--- src/rtl/neur_pkg.sv ---
// Shared types for the neural decoder sequencer: precision modes, FSM states,
// the decoder beat payload and the weight-words-per-activation helper.
package neur_pkg;

  typedef enum logic [1:0] {
    NEUR_MODE_W8_BCAST = 2'b00,
    NEUR_MODE_W8_LANE  = 2'b01,
    NEUR_MODE_W4       = 2'b10,
    NEUR_MODE_W2       = 2'b11
  } neur_mode_e;

  typedef enum logic [1:0] {
    IDLE = 2'b00,
    RUN  = 2'b01,
    DONE = 2'b10
  } neur_state_e;

  typedef struct packed {
    logic [31:0] weights;
    logic [31:0] inputs;
    logic [1:0]  iteration;
    logic [2:0]  mode;
    logic        first;
    logic        last;
  } beat_t;

  // Weight words consumed per activation word for a precision mode.
  function automatic logic [2:0] words_per_act(input logic [1:0] mode);
    logic [2:0] n;
    case (neur_mode_e'(mode))
      NEUR_MODE_W8_BCAST: n = 3'd4;
      NEUR_MODE_W4:       n = 3'd2;
      default:            n = 3'd1;
    endcase
    return n;
  endfunction

endpackage

--- src/rtl/neur_beat_reg.sv ---
// Valid/ready output register for decoder beats. A beat, once presented,
// holds with stable payload until ready; load may replace it on the accept cycle.
module neur_beat_reg
  import neur_pkg::*;
(
  input  logic  clk,
  input  logic  rst,
  input  logic  clear,
  input  logic  load,
  input  logic  ready,
  input  beat_t payload,
  output logic  valid,
  output beat_t beat
);

  always_ff @(posedge clk) begin
    if (rst) begin
      valid <= 1'b0;
      beat  <= '0;
    end else if (clear) begin
      valid <= 1'b0;
    end else if (load) begin
      valid <= 1'b1;
      beat  <= payload;
    end else if (ready) begin
      valid <= 1'b0;
    end
  end

endmodule

--- src/rtl/neur_seq_ctrl.sv ---
// Job sequencer feeding the mixed-precision decoder/MAC datapath.
// Optional performance counters are built when NEUR_SEQ_PERF_EN is defined.
module neur_seq_ctrl
  import neur_pkg::*;
#(
  parameter int unsigned LEN_W        = 16,
  parameter int unsigned ACT_HOLD_MAX = 4
) (
  input  logic             clk_i,
  input  logic             rst_i,
  input  logic             start_i,
  input  logic [2:0]       mode_i,
  input  logic [LEN_W-1:0] len_i,
  input  logic             abort_i,
  output logic             busy_o,
  output logic             done_o,
  input  logic             act_valid_i,
  output logic             act_ready_o,
  input  logic [31:0]      act_data_i,
  input  logic             wgt_valid_i,
  output logic             wgt_ready_o,
  input  logic [31:0]      wgt_data_i,
  output logic             dec_valid_o,
  input  logic             dec_ready_i,
  output logic [2:0]       dec_mode_o,
  output logic [1:0]       dec_iteration_o,
  output logic [31:0]      dec_weights_o,
  output logic [31:0]      dec_inputs_o,
  output logic             dec_first_o,
`ifdef NEUR_SEQ_PERF_EN
  output logic             dec_last_o,
  output logic [31:0]      perf_stall_cnt_o,
  output logic [31:0]      perf_starve_cnt_o
`else
  output logic             dec_last_o
`endif
);

  localparam int unsigned SUB_W = (ACT_HOLD_MAX > 4) ? $clog2(ACT_HOLD_MAX) : 2;

  // All streams: a word transfers on a cycle where valid and ready are both
  // high at the clock edge; a producer holds valid and data until that cycle.

  neur_state_e      state_q, state_d;
  logic [2:0]       mode_q;
  logic [LEN_W-1:0] remaining;
  logic [SUB_W-1:0] sub;
  logic             act_held;
  logic [31:0]      act_q;
  logic             first_pend;

  logic             in_run, act_hs, step, release_act, last_accept, start_acc;
  logic [2:0]       n_words;
  logic [1:0]       iteration;
  beat_t            payload, beat;

  assign in_run      = (state_q == RUN);
  assign start_acc   = (state_q == IDLE) && start_i;
  assign act_ready_o = in_run && !abort_i && !act_held;
  assign act_hs      = act_ready_o && act_valid_i;
  assign step        = in_run && !abort_i && act_held && wgt_valid_i &&
                       (!dec_valid_o || dec_ready_i) && (remaining != '0);
  assign wgt_ready_o = step;
  assign n_words     = words_per_act(mode_q[1:0]);
  assign release_act = (sub == SUB_W'(n_words - 3'd1)) || (remaining == LEN_W'(1));
  assign last_accept = dec_valid_o && dec_ready_i && dec_last_o;
  assign busy_o      = (state_q != IDLE);
  assign done_o      = (state_q == DONE);

  always_comb begin
    iteration = 2'd0;
    case (neur_mode_e'(mode_q[1:0]))
      NEUR_MODE_W8_BCAST: iteration = sub[1:0];
      NEUR_MODE_W4:       iteration = {1'b0, sub[0]};
      default:            iteration = 2'd0;
    endcase
  end

  always_ff @(posedge clk_i) begin
    if (rst_i) state_q <= IDLE;
    else       state_q <= state_d;
  end

  always_comb begin
    state_d = state_q;
    case (state_q)
      IDLE: if (start_i) state_d = (len_i == '0) ? DONE : RUN;
      RUN: begin
        if (abort_i)          state_d = IDLE;
        else if (last_accept) state_d = DONE;
      end
      DONE:    state_d = IDLE;
      default: state_d = IDLE;
    endcase
  end

  always_ff @(posedge clk_i) begin
    if (rst_i) begin
      mode_q     <= '0;
      remaining  <= '0;
      sub        <= '0;
      act_held   <= 1'b0;
      act_q      <= '0;
      first_pend <= 1'b0;
    end else if (start_acc) begin
      mode_q     <= mode_i;
      remaining  <= len_i;
      sub        <= '0;
      act_held   <= 1'b0;
      first_pend <= 1'b1;
    end else if (in_run && abort_i) begin
      act_held <= 1'b0;
      sub      <= '0;
    end else begin
      // act_hs needs !act_held and step needs act_held, so they never collide.
      if (act_hs) begin
        act_q    <= act_data_i;
        act_held <= 1'b1;
      end
      if (step) begin
        remaining  <= remaining - LEN_W'(1);
        first_pend <= 1'b0;
        if (release_act) begin
          sub      <= '0;
          act_held <= 1'b0;
        end else begin
          sub <= sub + SUB_W'(1);
        end
      end
    end
  end

  always_comb begin
    payload           = '0;
    payload.weights   = wgt_data_i;
    payload.inputs    = act_q;
    payload.iteration = iteration;
    payload.mode      = mode_q;
    payload.first     = first_pend;
    payload.last      = (remaining == LEN_W'(1));
  end

  neur_beat_reg u_beat_reg (
    .clk     (clk_i),
    .rst     (rst_i),
    .clear   (in_run && abort_i),
    .load    (step),
    .ready   (dec_ready_i),
    .payload (payload),
    .valid   (dec_valid_o),
    .beat    (beat)
  );

  assign dec_weights_o   = beat.weights;
  assign dec_inputs_o    = beat.inputs;
  assign dec_iteration_o = beat.iteration;
  assign dec_mode_o      = beat.mode;
  assign dec_first_o     = beat.first;
  assign dec_last_o      = beat.last;

`ifdef NEUR_SEQ_PERF_EN
  logic stall_cond, starve_cond;
  assign stall_cond  = in_run && act_held && wgt_valid_i && dec_valid_o && !dec_ready_i;
  assign starve_cond = in_run && !step && !dec_valid_o;

  always_ff @(posedge clk_i) begin
    if (rst_i || start_acc) begin
      perf_stall_cnt_o  <= '0;
      perf_starve_cnt_o <= '0;
    end else begin
      if (stall_cond && (perf_stall_cnt_o != '1))
        perf_stall_cnt_o <= perf_stall_cnt_o + 32'd1;
      if (starve_cond && (perf_starve_cnt_o != '1))
        perf_starve_cnt_o <= perf_starve_cnt_o + 32'd1;
    end
  end
`endif

endmodule
--- config.mk ---
export PLATFORM = sky130hd
export DESIGN_NAME = neur_seq_ctrl
export DESIGN_NICKNAME = d
export VERILOG_FILES = /design/src/rtl/neur_pkg.sv /design/src/rtl/neur_beat_reg.sv /design/src/rtl/neur_seq_ctrl.sv
export SDC_FILE = /design/constraint.sdc
export NUM_CORES = 1
export LEC_CHECK = 0
export BUFFER_PORTS_ARGS = -buffer_cell sky130_fd_sc_hd__buf_2
export CORE_MARGIN = 1
export CORE_UTILIZATION = 35
export DETAILED_ROUTE_END_ITERATION = 6
export HOLD_SLACK_MARGIN = 0.03
export PLACE_DENSITY = 0.61
export SYNTH_ARGS = -nofsm -noshare
export SYNTH_HDL_FRONTEND = slang
export SYNTH_HIERARCHICAL = 1
export SYNTH_SLANG_ARGS = --single-unit
--- constraint.sdc ---
create_clock -name clk_i -period 3.5 [get_ports clk_i]
set_clock_uncertainty 0.15 [all_clocks]
set_input_delay 0.175 -clock clk_i [delete_from_list [all_inputs] [get_ports clk_i]]
set_output_delay 0.175 -clock clk_i [all_outputs]
set_load 0.03 [all_outputs]
======== After elaboration in Yosys (flattened, before gate mapping) ========
Cells that the tools add are included.
cells by class
  add/sub/neg operators ................... 3
  equality and inequality tests ........... 8
  muxes and demuxes ....................... 19
  bitwise gates (word level) .............. 2
  reduce and logical (&&, ||, !) cells .... 29
operators with widths
  kind                                                    count
  2-to-1 mux 16 bit                                       3
  == test 16 x 1 -> 1 bit (second input constant)         1
  zero test 16 bit                                        1
  nonzero test 16 bit                                     1
  subtractor 16 x 1 -> 16 bit (second input constant)     1
  case mux 2 bit (2 select lines)                         3
  logical AND 1 bit                                       11
  2-to-1 mux 2 bit                                        5
  2-to-1 mux 1 bit                                        8
  AND reduction 2 bit                                     3
  nonzero test 2 bit                                      3
  == test 2 bit (second input constant)                   2
  zero test 2 bit                                         2
  inequality test 2 bit (second input constant)           2
  zero test 1 bit                                         3
  inequality test 3 x 2 -> 1 bit (second input constant)  1
  AND reduction 3 bit                                     1
  OR reduction 3 bit                                      1
  adder 2 x 1 -> 2 bit (second input constant)            1
  == test 2 x 1 -> 1 bit (second input constant)          1
  == test 2 bit                                           1
  logical OR 1 bit                                        2
  inverter 1 bit                                          2
  OR reduction 2 bit                                      1
  subtractor 2 x 1 -> 2 bit (second input constant)       1
word-level totals
  flip-flop bits (word level) ............. 129
  input bits .............................. 90
  output and inout port bits .............. 76
  logic and storage cells ................. 75

======== Depth between registers and ports, before layout ========
Gate-level depths: netlist of the first run.
  depth after elaboration ................. 9
  depth in mapped cells ................... 11

======== Hierarchy ========
Netlist of the first run, hierarchy kept.
modules (own cells, without submodules)
  module         instances  cells each  area each (µm²)  sequential area each (µm²)
  neur_beat_reg  1          328         3643.5           1441.4
  neur_seq_ctrl  1          320         2521.2           1141.1

======== Worst setup path before layout of the first run ========
No wires, ideal clock.
  path kind ............................... reg2reg
  from .................................... register remaining[4]
  to ...................................... register u_beat_reg/beat[0] (netlist name)
  library setup time ...................... 0.067 ns
  arrival ................................. 2.659 ns
  data required time ...................... 3.283 ns
  slack ................................... 0.624 ns
  cell stages (with the launch flop) ...... 12
  period minus slack after synthesis ...... 2.876 ns
  cells stage by stage .................... dfxtp_1 or4_1 buf_2 or4b_4 buf_6 o21ai_4 inv_2 buf_6 nor2b_4 buf_12 buf_12 o21ai_2
between the ends
  cells in the longest elaborated chain, start to end .. 3
  elaborated cells between the ends (all ways) .. 4
  classes of those cells .................. eq/ne (1); reduce/logical (3)
ends and longest elaborated chain
  item                                  line                  text
  from (decl)                           neur_seq_ctrl.sv:46   logic [LEN_W-1:0] remaining;
  from (signal assigned)                neur_seq_ctrl.sv:107  remaining <= len_i;
  from (signal assigned)                neur_seq_ctrl.sv:121  remaining <= remaining - LEN_W'(1);
  nonzero test 16 bit                   neur_seq_ctrl.sv:62   (!dec_valid_o || dec_ready_i) && (remaining != '0);
  logical AND 1 bit                     neur_seq_ctrl.sv:62
  named net wgt_ready_o                 neur_seq_ctrl.sv:21   output logic wgt_ready_o,
  AND reduction 2 bit (no source line)  --
The timed path passes the listed nets, and every way through them passes these cells.
A chain may end at the register's enable or synchronous reset.

======== Worst setup path in the final report of the first run ========
  from .................................... register remaining[4]
  to ...................................... output port wgt_ready_o
between the ends
  cells in the longest elaborated chain, start to end .. 2
ends and longest elaborated chain
  item                 line
  nonzero test 16 bit  neur_seq_ctrl.sv:62
  logical AND 1 bit    neur_seq_ctrl.sv:62
  to (decl)            neur_seq_ctrl.sv:21
No other way between the ends.

==> results of run 1 <==
cells in the final DEF, fill, tap and decap left out, types with 6 or more instances in the layout:
cell type	n
dfxtp_1	129
nand4bb_1	71
nor4_1	8
a211oi_1	8
or4_1	6
o21ai_2	71
clkbuf_16	17
dlygate4sd3_1	84
a21oi_1	38
buf_4	11
xor2_1	8
nand2b_1	71
buf_2	164
nor3_1	7
nand2_1	82
nor2_1	32
registers in the layout, indices dropped and copies added, names as in the netlist:
signal / flops
act_held: 1
u_beat_reg/valid: 1
u_beat_reg/beat: 71
act_q: 32
sub: 2
first_pend: 1
remaining: 16
mode_q: 3
state_q: 2
final cells by class:
cell class              count  area, µm²
repair buffers            262       1800
multi-input cells         455       3170
clock buffers              25        495
fillers                  1633       8810
well taps                 225        282
clock inverters             5       77.6
inverters                   5       18.8
flip-flops and latches    129       2580
how the worst max path moves through the flow:
stage | from | endpoint | slack, ns
floorplan | remaining[4] | u_beat_reg/beat[0] | 0.62
global placement | remaining[4] | remaining[2] | 0.49
detailed placement | remaining[4] | remaining[2] | 0.46
CTS | remaining[4] | wgt_ready_o | 0.09
global route | remaining[4] | wgt_ready_o | 0.11
finish | remaining[4] | wgt_ready_o | 0.25
cells in the mapped netlist (all sizes together), types with 7 or more instances:
cell type    n
a211oi       8
a21oi       38
buf         27
clkbuf      32
dfxtp      129
nand2       82
nand2b      71
nand4bb     71
nor2        32
nor3         7
nor4         9
o21ai       74
xor2         8
per-layer routing:
metal	track usage (%)	share of wire, %	vias to the layer above
li1	-	-	2741
met4	6.62	1.9	0
met5	0	0	-
met2	28.4	46	132
met1	23.4	47	2430
met3	4.92	4.4	19
cell families (layout without fill, tap and decap cells):
family                     Yosys count  count (layout)
muxes                                1               1
xor gates and xnor gates             9               9
DFF                                129             129
adders and majority gates            3               3
buffers and inverters               64             297
and+or+nand+nor                    306             306
AOI/OAI and AO/OA                  136             136
critical path: stages, from the launching register on:
cell and delay (ns):
dfxtp_1 0.35, or4_1 0.64, or4b_4 0.67, o21ai_4 0.21, inv_2 0.06, buf_6 0.28, buf_2 0.27
timing repair:
item                                   4_1_cts  5_1_grt
buffers inserted                             0        0
endpoints found under the hold margin       86        0
gates resized for setup                      0        1
setup endpoints to repair                    0        1
hold buffers                                84        0
through the flow:
stage	worst slack (ns)	instance area (µm²)	power [mW]	hold slack, ns	util, %
2_1_floorplan	0.624	6160	1.73	0.161	-
3_3_place_gp	0.488	7010	1.83	0.272	40.6
3_5_place_dp	0.458	7010	1.83	0.275	40.6
4_1_cts	0.0874	8420	3.65	0.140	48.8
5_1_grt	0.108	8420	3.76	0.173	48.9
6_report	0.251	8420	3.61	0.145	48.9
power breakdown:
group | total, mW | switching (mW) | internal [mW]
sequential | 1.52 | 0.0244 | 1.50
combinational | 0.348 | 0.158 | 0.190
clock | 1.74 | 0.627 | 1.11
total | 3.61 | 0.809 | 2.80
==> impl_metrics.toml, run 1 <==
[clock_network]
cts_tree = "yes"
cts_buffers = 17
htreeDepth = 4
worst_skew_pair.late_latency_ns = 0.42
clock_sinks = 129
ctsLongestPathBuffers = 2
root_buffer = "clkbuf_16"
cts.reportedPaths.clkPinSlew_ns = 0.05

[critical_path]
critical_path_data_required_time_ns = 3.17
reg2reg_from = "state_q[0]"
regToRegSetupSlack_ns = 0.58
crit_path_start_kind = "flip-flop"
critical_path.max_fanout = 78
timing.critical_path.to_type = "output port"
timing_worst_setup_path_type = "flip-flop to output port"
rr_worst_depth = 8
timing.rr.end = "u_beat_reg/beat[70]"
timing.critical_path.arrival_ns = 2.92

[synthesis]
synth.area.top_cells = "dfxtp_1 (42%), nand4bb_1 (13%), o21ai_2 (10%), nand2b_1 (7.2%), nand2_1 (5.0%)"
number_of_instances_in_the_synthesized_netlist = 648
yosys.area_share.xor_xnor_pct = 1.28
synth_top_family_by_area = "simple AND/OR/NAND/NOR gates"
avgSynthCellArea_um2 = 9.51
number_of_library_cell_types_mapped_by_synthesis = 48
synth_area_leader = "dfxtp_1"
synthAdderAreaFrac_pct = 0.609
post_synth_mux_area_share_pct = 0.162
postSynthNetCount = 741
postSynth.asyncResetShare_pct = 0
ys.flop_type = "dfxtp_1"
yosysWarnings = 6
synth-seq-cells = 129
synth_compound_gate_area_share_pct = 16.7
synth-simple-area-share_pct = 32.7
synthDominantCellAreaShare_pct = 41.9
synth_edf_count = 0
fraction_of_the_yosys_area_taken_by_sequential_cells_pct = 41.9
area_of_the_mapped_netlist_um2 = 6160

[floorplanning]
die_area_um2 = 18100
fp.coreArea_um2 = 17200
i_o_pin_cnt = 166
die_width_um = 135
placementRows = 48
initial_core_util_pct = 35.8
floorplan.die.height_um = 135

[detailed_routing]
post_drt_wl_per_cell_um = 14.7
drt_iter0_drc = 241
route.final.wire_length_mm = 16.2
drt.antenna.violating_nets = 0
drc = 0
dr_total_vias = 5322
vias_per_cell = 4.81
drtPass1Iterations = 5

[finish]
nets = 963
antenna_cells_inserted = 0
stdcell_count = 1106
layout-drive-gt1-share_pct = 32.2
flow.area_growth_from_synthesis_pct = 36.6

[place]
placement.io_buffers = 165
place.detailed.instances = 992
detailedPlacementHpwl_mm = 9.61
placer_congestion_estimate = 0.848

[hold_path]
timing.hold.worst_endpoint = "first_pend"
min_path_cells = 2
hold_path_startpoint = "rst_i"
timing.hold.worst.class = "input port to flip-flop"

[timing]
max_freq_mhz = 308
worstMarginPinSlew_ns = 0.951
report.final.hold_viol_count = 0
setup-tns-final_ns = 0
rsz0062_at_grt = "no"
worst_rel_slew_slack_pct = 36.5
slew_violations = 0
post-route-min-period_ns = 3.25
report.final.setup_viol = 0
finalCritPeriodShare_pct = 92.8

[run]
cap_violations = 0

[global_route]
first_global_vias = 5075
grt_pass1_wl_mm = 25.6
grt_overflow_total = 0
grt_max_degree = 79
grt_use_total_pct = 18.0
grt_antenna_before_repair = 0

[status]
run_status = "finished clean"

[power_and_ir_drop]
power_per_unit_of_standard_cell_area_nw_per_um2 = 429
power.ir.vdd_worst_mv = 0.326
power_leakage_nw = 3.33
No activity file was read; power rests on OpenSTA's default activity.
==> inputs of run 2 (changes only) <==
--- a/config.mk
+++ b/config.mk
@@ -10,7 +10,7 @@
 export CORE_UTILIZATION = 35
 export DETAILED_ROUTE_END_ITERATION = 6
 export HOLD_SLACK_MARGIN = 0.03
-export PLACE_DENSITY = 0.61
+export PLACE_DENSITY = 0.63
 export SYNTH_ARGS = -nofsm -noshare
 export SYNTH_HDL_FRONTEND = slang
 export SYNTH_HIERARCHICAL = 1
==> constraint.sdc (replaced) <==
create_clock -name clk_i -period 2.6 [get_ports clk_i]
set_clock_uncertainty 0.15 [all_clocks]
set_input_delay 0.13 -clock clk_i [delete_from_list [all_inputs] [get_ports clk_i]]
set_output_delay 0.13 -clock clk_i [all_outputs]
set_load 0.03 [all_outputs]
==> impl_metrics.toml, run 2 (synthesis results as in run 1) <==
[detailed_routing]
drc = 0
route.final.wire_length_mm = 17.0
dr_total_vias = 5575
drt_iter0_drc = 238
vias_per_cell = 4.91
post_drt_wl_per_cell_um = 14.9
drt.antenna.violating_nets = 0
drtPass1Iterations = 5

[floorplanning]
placementRows = 48
fp.coreArea_um2 = 17200
die_width_um = 135
die_area_um2 = 18100
i_o_pin_cnt = 166
floorplan.die.height_um = 135
initial_core_util_pct = 35.8

[finish]
commonest_cells_after_routing_fill_and_taps_aside = "buf_2 (163), dfxtp_1 (127), dlygate4sd3_1 (84)"
layout-drive-gt1-share_pct = 35.2
layout.area.seq_um2 = 2580
layout_commonest_cell = "buf_2"
multi_input_area_um2 = 3190
flow.area_growth_from_synthesis_pct = 43.0
stdcell_count = 1135
fillers = 1586
antenna_cells_inserted = 0
largest_reg_flops = 71
largest_registers = "u_beat_reg/beat x71, act_q x32, remaining x16"
nets = 990
finish.utilization_pct = 51.2
final_design_area_no_fill_um2 = 8820
largest-register = "u_beat_reg/beat"

[place]
pre_cts_ws_ns = 0.0247
placer_congestion_estimate = 0.796
detailedPlacementHpwl_mm = 9.89
placement.io_buffers = 165
post_dp_cell_area_um2 = 7140
place.detailed.instances = 1003

[clock_network]
ctsLongestPathBuffers = 2
worst_skew_pair.late_latency_ns = 0.41
root_buffer = "clkbuf_16"
clock_sinks = 129
htreeDepth = 4
cts_tree = "yes"
cts_buffers = 17
cts.reportedPaths.clkPinSlew_ns = 0.06

[timing]
report.final.setup_viol = 1
max_freq_mhz = 383
setup-tns-final_ns = -0.00761
post-route-min-period_ns = 2.61
worstMarginPinSlew_ns = 0.767
slew_violations = 0
holdWs_ns = 0.0822
worst_slack_ns = -0.00761
worst_rel_slew_slack_pct = 48.9
rsz0062_at_grt = "yes"
report.final.hold_viol_count = 0
finalCritPeriodShare_pct = 100

[critical_path]
worst-path-buf-inv = 3
crit_slowest_cell = "or4b_4"
timing_worst_setup_path_type = "flip-flop to output port"
crit_path_max_incr_delay_ns = 0.58
crit_path_start_kind = "flip-flop"
critical-path-top-delay-family = "simple AND/OR/NAND/NOR gates"
timing.critical_path.to_type = "output port"
critical_path_data_required_time_ns = 2.32
critical_path.max_fanout = 4
timing.critical_path.arrival_ns = 2.33
timing.critical_path.cells = "or4_4 > or4b_4 > o21ai_4 > inv_4 > buf_12 > buf_8"

[global_route]
grt_pass1_wl_mm = 26.6
first_global_vias = 5307
grt_max_degree = 81
grt_antenna_before_repair = 0
grt_overflow_total = 0
grt_use_total_pct = 18.6

[status]
violations = "setup timing"
run_status = "finished with violations"

[hold_path]
timing.hold.worst.class = "input port to flip-flop"

[power_and_ir_drop]
power_per_unit_of_standard_cell_area_nw_per_um2 = 573
power.ir.vdd_worst_mv = 0.433
power_leakage_nw = 3.55
p_total_mw = 5.05

[run]
cap_violations = 0
==> run 2: changes by cell type in the layout (fill, tap and decap cells not counted), moves of 2 or more <==
| cell | before | now |
|---|---|---|
| clkinv_4 | 0 | 2 |
| dfxtp_1 | 129 | 127 |
| inv_6 | 0 | 2 |
| buf_12 | 2 | 9 |
| buf_4 | 11 | 31 |
| clkbuf_1 | 4 | 0 |
| dfxtp_2 | 0 | 2 |
==> run 2: worst register-to-register path, stage by stage (launching register included) <==
cell and delay [ns]:
dfxtp_2 0.32, or4_4 0.53, or4b_4 0.58, o21ai_4 0.17
inv_4 0.06, buf_12 0.13, buf_4 0.19, a221oi_2 0.24
nor3_1 0.07
==> run 2: what timing repair did <==
item | CTS | global route
gates resized for setup | 7 | 2
hold buffers | 84 | 0
hold endpoints to repair | 86 | 0
endpoints found under the setup margin | 1 | 66
gates cloned | 1 | 0
setup buffers | 5 | 10
pin swaps | 2 | 4
==> run 2: report_power, final <==
| part | total [mW] | internal, mW | switching [mW] |
|---|---|---|---|
| clock network | 2.50 | 1.59 | 0.915 |
| registers | 2.05 | 2.02 | 0.0311 |
| logic | 0.501 | 0.275 | 0.225 |
| total | 5.05 | 3.88 | 1.17 |
==> run 2: path summary, 6_finish.rpt <==
check                             startpoint            to  slack, ns  cells after the start
worst min-delay path             act_valid_i      act_q[0]       0.08                      5
worst max-delay path            remaining[7]   wgt_ready_o     -0.008                      6
worst min register to register     act_q[16]     act_q[16]       0.30                      2
worst max register to register  remaining[7]  remaining[2]       0.02                      8
==> run 2: metal layers <==
layer | vias up | routed length [µm] | track usage (%)
li1 | 2781 | - | -
met1 | 2646 | 8030 | 23.7
met2 | 129 | 8040 | 31.0
met3 | 19 | 658 | 4.39
met4 | 0 | 227 | 6.05
met5 | - | 0 | 0
==> run 2: final cells by class <==
class | count | area share (%)
sequential | 129 | 29.3
clock inverter | 12 | 1.76
tap | 225 | 3.19
inverter | 5 | 0.241
timing repair buffer | 289 | 24.0
clock buffer | 20 | 5.29
multi-input combinational | 455 | 36.2
